**config.mk**
```make
export PLATFORM = sky130hd
export DESIGN_NAME = multi_nbit_seq
export DESIGN_NICKNAME = d
export VERILOG_FILES = /design/src/rtl/multi_nbit_seq.sv
export SDC_FILE = /design/constraint.sdc
export NUM_CORES = 1
export LEC_CHECK = 0
export BUFFER_PORTS_ARGS = -buffer_cell sky130_fd_sc_hd__buf_2
export CORE_AREA = 2 2 118 120
export CTS_BUF_LIST = sky130_fd_sc_hd__clkbuf_4 sky130_fd_sc_hd__clkbuf_8
export DETAILED_ROUTE_END_ITERATION = 6
export DIE_AREA = 0 0 120 122
export HOLD_SLACK_MARGIN = 0.12
export PLACE_DENSITY = 0.76
export REMOVE_ABC_BUFFERS = 1
export SLEW_MARGIN = 20
export SYNTH_ARGS = -nofsm -noshare
export SYNTH_HDL_FRONTEND = slang
export SYNTH_SLANG_ARGS = --single-unit
```
**constraint.sdc**
```tcl
create_clock -name clk -period 9.6 [get_ports clk]
set_input_delay 1.92 -clock clk [delete_from_list [all_inputs] [get_ports clk]]
set_output_delay 1.92 -clock clk [all_outputs]
set_load 0.02 [all_outputs]
```
**src/rtl/multi_nbit_seq.sv**
```systemverilog
`default_nettype none
// ============================================================================
// Module : multi_nbit_seq
// Iterative shift-add WIDTH x WIDTH multiplier, unsigned or signed per op.
// Option : define MULTI_EARLY_TERM_EN to end iteration once multiplier is zero
// Rev    : 1.0  initial release
// ============================================================================
module multi_nbit_seq #(
   parameter int WIDTH = 16
) (
   input  logic                 clk,
   input  logic                 rst,
   input  logic                 start,
   input  logic                 signed_mode,
   input  logic [WIDTH-1:0]     ain,
   input  logic [WIDTH-1:0]     bin,
   output logic [2*WIDTH-1:0]   yout,
   output logic                 done,
   output logic                 busy
);
   localparam int              CW     = $clog2(WIDTH);
   localparam logic [CW-1:0]   C_LAST = CW'(WIDTH - 1);

   typedef enum logic [1:0] {
      S_IDLE = 2'd0,
      S_CALC = 2'd1,
      S_DONE = 2'd2
   } state_t;

   state_t               r_state;
   logic [2*WIDTH-1:0]   r_mcand;
   logic [2*WIDTH-1:0]   r_acc;
   logic [WIDTH-1:0]     r_mplier;
   logic [CW-1:0]        r_cnt;
   logic                 r_neg;

   logic [WIDTH-1:0]     w_amag;
   logic [WIDTH-1:0]     w_bmag;
   logic                 w_neg;
   logic                 w_last;
   logic [2*WIDTH-1:0]   w_acc_next;
   logic [2*WIDTH-1:0]   w_result;

   // -2^(WIDTH-1) negates to itself, which is the correct unsigned magnitude
   assign w_amag     = (signed_mode && ain[WIDTH-1]) ? -ain : ain;
   assign w_bmag     = (signed_mode && bin[WIDTH-1]) ? -bin : bin;
   assign w_neg      = signed_mode & (ain[WIDTH-1] ^ bin[WIDTH-1]);
   assign w_acc_next = r_acc + (r_mplier[0] ? r_mcand : '0);
   assign w_result   = r_neg ? -w_acc_next : w_acc_next;

`ifdef MULTI_EARLY_TERM_EN
   assign w_last = (r_cnt == C_LAST) || ((r_mplier >> 1) == '0);
`else
   assign w_last = (r_cnt == C_LAST);
`endif

   always_ff @(posedge clk) begin
      if (rst) begin
         r_state  <= S_IDLE;
         r_mcand  <= '0;
         r_acc    <= '0;
         r_mplier <= '0;
         r_cnt    <= '0;
         r_neg    <= 1'b0;
         yout     <= '0;
         done     <= 1'b0;
         busy     <= 1'b0;
      end else begin
         case (r_state)
            S_IDLE: begin
               done <= 1'b0;
               if (start) begin
                  r_mcand  <= {{WIDTH{1'b0}}, w_amag};
                  r_mplier <= w_bmag;
                  r_acc    <= '0;
                  r_cnt    <= '0;
                  r_neg    <= w_neg;
                  busy     <= 1'b1;
                  r_state  <= S_CALC;
               end
            end
            S_CALC: begin
               r_acc    <= w_acc_next;
               r_mcand  <= r_mcand << 1;
               r_mplier <= r_mplier >> 1;
               r_cnt    <= r_cnt + 1'b1;
               if (w_last) begin
                  yout    <= w_result;
                  busy    <= 1'b0;
                  done    <= 1'b1;
                  r_state <= S_DONE;
               end
            end
            S_DONE: begin
               done    <= 1'b0;
               r_state <= S_IDLE;
            end
            default: begin
               done    <= 1'b0;
               busy    <= 1'b0;
               r_state <= S_IDLE;
            end
         endcase
      end
   end

endmodule
`default_nettype wire

```
==> metrics.md, run 1 <==
| Metric | Value |
|---|---|
| Status | `complete, no violations` |
| Core ar. | `0.0135 mm²` |
| CP dominant cell by count | `a211oi_1` |
| Critical path startpoint category | `flip-flop` |
| Hold Path Class | `flip-flop to flip-flop` |
| Synthesized flop and latch total | `121` |
| Gate power share | `0.116` |
| CP peak stage delay | `0.83 ns` |
| CTS tree | `built` |
| Maximum capacitance violations | `0` |
| Layout cells sized above 1 | `0.129` |
| RSZ-0062 raised after global routing | `no` |
| Setup TNS | `0 ns` |
| Nets@finish | `1,095` |
| Num ports | `70` |
| Hold buffer count at cts | `0` |
| Detailed Place HPWL | `14,600 µm` |
| # fillers | `1,207` |
| Vias in the first global route | `6,699` |
| Routed wire per std cell | `16.7 µm` |
| Warnings, synthesis | `0` |
| Die width | `120 µm` |
| Reg clk slew, reported paths | `0.07 ns` |
| Post-Syn Instances | `989` |
| Synthesized area | `0.00780 mm²` |
| Fmax | `202 MHz` |
| Share of flip-flops with an asynchronous set or reset | `0` |
| Slew Viols, Final | `0` |
| Seq/Total Area, Yosys | `0.311` |
| Die ar. | `0.0146 mm²` |
| Area Growth Syn to Fin | `10.9%` |
| Global route total overflow | `0` |
| Ant. Diodes | `0` |
| Gpl congestion | `0.978` |
| CTS buffer count | `17` |
| Vias per Instance | `6.18` |
| Crit path capture type | `flip-flop` |
| Setup-failing EPs final | `0` |
| Global-route wire length before repair | `33,100 µm` |
| Total power | `1.15 mW` |
| Unique cell type count in the Yosys netlist | `69` |
| # DRC | `0` |
| Worst path required time | `9.97 ns` |
| Clock power frac | `0.428` |
| Syn avg cell area | `7.89 µm²` |
| Number of enable flip-flop cells after synthesis | `0` |
| Period utilization | `0.515` |
| Routed wire length | `20,300 µm` |
| Num Clock Sinks | `121` |
| Clock Latency Late Sink | `0.45 ns` |
| Max-slew headroom | `0.367` |
| Post-route clock skew | `0.00765 ns` |
| CP max FO | `33` |
| Net Sw Power | `0.310 mW` |
| Max Root-Sink Buffers | `2` |
| Main synth FF type | `dfxtp_1` |
| Post-CTS Setup Repair Bufs | `0` |
| WS Path Type | `flip-flop to flip-flop` |
| Vert. Die Dim | `122 µm` |
| CTS H-Tree Depth | `4` |
| CTS Root Cell | `clkbuf_8` |
| Maximum vdd drop | `0.0000778 V` |
| Initial DRC Count | `599` |
| Initial antenna violation count | `0` |
| Final hold violations | `0` |
| Post-route ant nets | `0` |
| Cts repair resizes | `0` |
| Via count | `7,518` |
| CP max stage cell | `dfxtp_1` |
| Leak | `3.51 nW` |
| Largest net degree at the start of global routing | `77` |
| Tmin final | `4.94 ns` |
| Crit path DAT | `5.31 ns` |
| Sw Ratio | `0.269` |
| 1st-pass router iterations | `5` |
| Worst slew pin tran | `0.940 ns` |
| Rows | `43` |
| Int Pwr | `0.841 mW` |
| Power density cells | `133 mW/mm²` |
| All-Layer GR Usage | `0.281` |
| Cell Chain, Critical Path | `and2_1 -> ha_1 -> a21oi_1 -> and2_2 -> a2111oi_0 -> a211oi_1 -> nor4b_1 -> nand3_1 -> nor4_1 -> a31oi_1 -> xnor2_1 -> a211oi_1` |
| # port buffers | `69` |
| Initial cell density of the core | `0.578` |
| Flop pwr share | `0.456` |
## sequential cells by signal, summed over array words and instances, names as in the netlist
signal,flops
r_acc,32
r_mcand,32
yout,32
r_mplier,16
r_cnt,4
r_state,2
busy,1
done,1
r_neg,1
## area by class of cell
type                    count  area [µm²]  area share
clock buffers              22         284      0.0328
flip-flops and latches    121        2420       0.280
repair buffers             76         398      0.0460
multi-input cells         788        5100       0.590
inverters                  19        71.3     0.00825
well taps                 180         225      0.0260
clock inverters            10         144      0.0166
## synth_stat cells, types with 29 or more instances
master    number  area (µm²)
nor2_1        79         297
o21ai_0       50         250
a21oi_1       86         430
a211oi_1      31         233
nand3_1       32         160
xor2_1        33         289
a22oi_1       29         218
dfxtp_1      121        2420
ha_1          35         438
nand2_1      106         398
a22o_1        35         307
and2_1        39         244
clkbuf_1      60         225
xnor2_1       33         289
## metal layers
metal  GRT usage  up-vias  wire length, µm
li1            -     3729                -
met1       0.377     3496             9500
met2       0.451      247             9130
met3      0.0440       46             1130
met4       0.118        0              536
met5           0        -                0
## per-stage QoR
step           cell area, µm²  std cells  worst slack (ns)  hold WS, ns   util
2_1_floorplan            7560        928              3.82        0.425      -
3_3_place_gp             8220       1184              4.93        0.432  0.608
3_5_place_dp             8220       1184              4.84        0.433  0.608
4_1_cts                  8640       1216              4.79        0.445  0.640
5_1_grt                  8650       1216              4.35        0.480  0.640
6_report                 8650       1216              4.66        0.443  0.640
## worst paths after layout
path,slack [ns],cells past startpoint,to,startpoint
hold reg to reg,0.44,2,done,done
setup reg to reg,4.66,12,yout[26],r_mplier[0]
hold / removal,0.44,2,done,done
setup / recovery,4.66,12,yout[26],r_mplier[0]
## power by group through the flow
stage | Sequential (mW) | Clock [mW] | Combinational (mW)
after floorplan | 0.534 | 0 | 0.0840
after global placement | 0.536 | 0 | 0.129
after detailed placement | 0.536 | 0 | 0.131
after CTS | 0.525 | 0.501 | 0.132
after global routing | 0.527 | 0.521 | 0.147
final | 0.525 | 0.493 | 0.133
## placed cells by master (no fill, tap or decap), types with 33 or more instances in the layout
| master | count |
|---|---|
| ha_1 | 35 |
| xnor2_1 | 33 |
| buf_2 | 69 |
| o21ai_0 | 50 |
| xor2_1 | 33 |
| nand2_1 | 106 |
| a22o_1 | 35 |
| a21oi_1 | 86 |
| dfxtp_1 | 121 |
| nor2_1 | 75 |
| and2_1 | 39 |
## kinds of logic after synthesis
group,Yosys count,synth area share
AND/OR/NAND/NOR,359,0.228
AO/OA/AOI/OAI,320,0.280
flip-flops,121,0.311
buffers and inverters,80,0.0395
XOR/XNOR,66,0.0741
adder cells (fa/ha/maj),36,0.0587
multiplexers,7,0.00931
## critical path: cells and delay by family, from the launching register on
family                     cells  cell delay (ns)
xor gates and xnor gates       1             0.16
AOI/OAI and AO/OA              5             1.32
adders and majority gates      1             0.33
and+or+nand+nor                5             2.21
DFF                            1             0.83
(Power assumes the default switching activity.)
==> inputs of run 2 (changes only) <==
CORE_AREA = 2 2 122 124   (was 2 2 118 120)
DIE_AREA = 0 0 124 126   (was 0 0 120 122)
PLACE_DENSITY = 0.74   (was 0.76)
clock period = 4.23 ns   (was 9.6 ns; I/O delays follow)
==> metrics.md, run 2 (synthesis results as in run 1) <==
| Metric | Value |
|---|---|
| CTS tree | `built` |
| CP max stage cell | `or4_4` |
| Most frequent cells in the layout | `120 x dfxtp_1, 106 x nand2_1, 85 x a21oi_1` |
| Worst path required time | `4.64 ns` |
| Core ar. | `0.0143 mm²` |
| Fin util | `0.638` |
| Routed wire length | `21,000 µm` |
| # fillers | `1,318` |
| Die width | `124 µm` |
| Global route total overflow | `0` |
| Max-slew headroom | `0.385` |
| GR Util met1 | `0.388` |
| Multi-input logic area | `0.00519 mm²` |
| Layout cells sized above 1 | `0.183` |
| Crit path DAT | `4.51 ns` |
| Critical path startpoint category | `flip-flop` |
| WS Path Type | `flip-flop to flip-flop` |
| Most common cell after layout, fill and taps aside | `dfxtp_1` |
| Storage element area | `0.00242 mm²` |
| RSZ-0062 raised after global routing | `no` |
| Placement Setup Slack | `0.0174 ns` |
| Hold buffer count at cts | `0` |
| Via count | `7,576` |
| Detailed Place HPWL | `15,400 µm` |
| 1st-pass router iterations | `5` |
| Hold Path Class | `flip-flop to flip-flop` |
| CTS buffer count | `17` |
| Rows | `44` |
| CTS Root Cell | `clkbuf_8` |
| Fmax | `244 MHz` |
| Maximum capacitance violations | `0` |
| Nets@finish | `1,146` |
| Vias per Instance | `5.96` |
| Grt met2 use | `0.429` |
| Largest regs | `r_acc x32, r_mcand x32, yout x32` |
| # DRC | `0` |
| Leak | `3.81 nW` |
| Maximum vdd drop | `0.000194 V` |
| Area Growth Syn to Fin | `17.2%` |
| Routed wire per std cell | `16.5 µm` |
| Largest net degree at the start of global routing | `41` |
| Vias in the first global route | `7,143` |
| Period utilization | `0.969` |
| # port buffers | `69` |
| CTS H-Tree Depth | `4` |
| Die ar. | `0.0156 mm²` |
| Cell Chain, Critical Path | `and2_1 -> ha_1 -> fa_2 -> a21o_1 -> a221o_1 -> a211o_1 -> a311o_1 -> a32oi_2 -> nand4bb_1 -> or4_4 -> or2_4 -> a2111o_1 -> nand3_1` |
| Num Clock Sinks | `121` |
| Global-route wire length before repair | `34,700 µm` |
| Reg clk slew, reported paths | `0.08 ns` |
| Tmin final | `4.10 ns` |
| Setup-failing EPs final | `0` |
| All-Layer GR Usage | `0.279` |
| CP max FO | `5` |
| Num ports | `70` |
| Crit path capture type | `flip-flop` |
| Slew Viols, Final | `0` |
| Gpl congestion | `0.930` |
| Initial DRC Count | `454` |
| Vert. Die Dim | `126 µm` |
| Ant. Diodes | `0` |
| CP peak stage delay | `0.63 ns` |
| Post-route ant nets | `0` |
| Status | `complete, no violations` |
| Final hold violations | `0` |
| Power density cells | `296 mW/mm²` |
| M3 GR Usage | `0.0539` |
| Post-route clock skew | `0.0179 ns` |
| Max Root-Sink Buffers | `2` |
| Layer with the highest usage | `met2` |
| Clock Latency Late Sink | `0.47 ns` |
| Post-route setup slack | `0.133 ns` |
| Initial antenna violation count | `0` |
| Worst slew pin tran | `0.920 ns` |
| Initial cell density of the core | `0.545` |
==> run 2: path summary, 6_finish.rpt <==
kind | startpoint | endpoint | slack (ns) | cells past startpoint
setup reg to reg | r_mplier[0] | yout[27] | 0.13 | 13
setup / recovery | r_mplier[0] | yout[27] | 0.13 | 13
hold / removal | done | done | 0.45 | 2
hold reg to reg | done | done | 0.45 | 2
==> run 2: power breakdown <==
group	total, mW	internal, mW	switching (mW)
sequential	1.19	1.17	0.0222
combinational	0.341	0.132	0.210
clock	1.17	0.661	0.510
==> run 2: worst max-delay path, delay by kind of cell (launching register included) <==
family / cells / cell delay [ns]
compound gates: 6 / 1.86
simple gates: 5 / 1.28
fa+ha+maj: 2 / 0.55
flops: 1 / 0.34
==> run 2: what timing repair did <==
| item | CTS | global route |
|---|---|---|
| pin swaps | 1 | 9 |
| resized for setup | 1 | 17 |
| buffers inserted | 0 | 4 |
| setup endpoints to repair | 1 | 7 |
==> run 2: cell type report <==
class,instances,area share
clock buffer,19,0.0272
clock inverter,13,0.0211
inverter,19,0.00780
multi-input combinational,788,0.568
sequential,121,0.265
tap,184,0.0252
timing repair buffer,127,0.0854
==> run 2: per-layer routing <==
layer | routed length [µm] | part of all wire
met1 | 10100 | 0.48
met2 | 9420 | 0.45
met3 | 1040 | 0.050
met4 | 442 | 0.021
met5 | 0 | 0
==> run 2: through the flow <==
stage / TNS (ns) / hold WS [ns] / instances / total power, mW / cell area [µm²]
after floorplan: -19.71 / 0.425 / 928 / 1.40 / 7560
after global placement: 0 / 0.436 / 1235 / 1.54 / 8570
after detailed placement: 0 / 0.442 / 1235 / 1.54 / 8570
after CTS: 0 / 0.454 / 1267 / 2.70 / 9020
after global routing: 0 / 0.484 / 1271 / 2.80 / 9140
final: 0 / 0.450 / 1271 / 2.70 / 9140
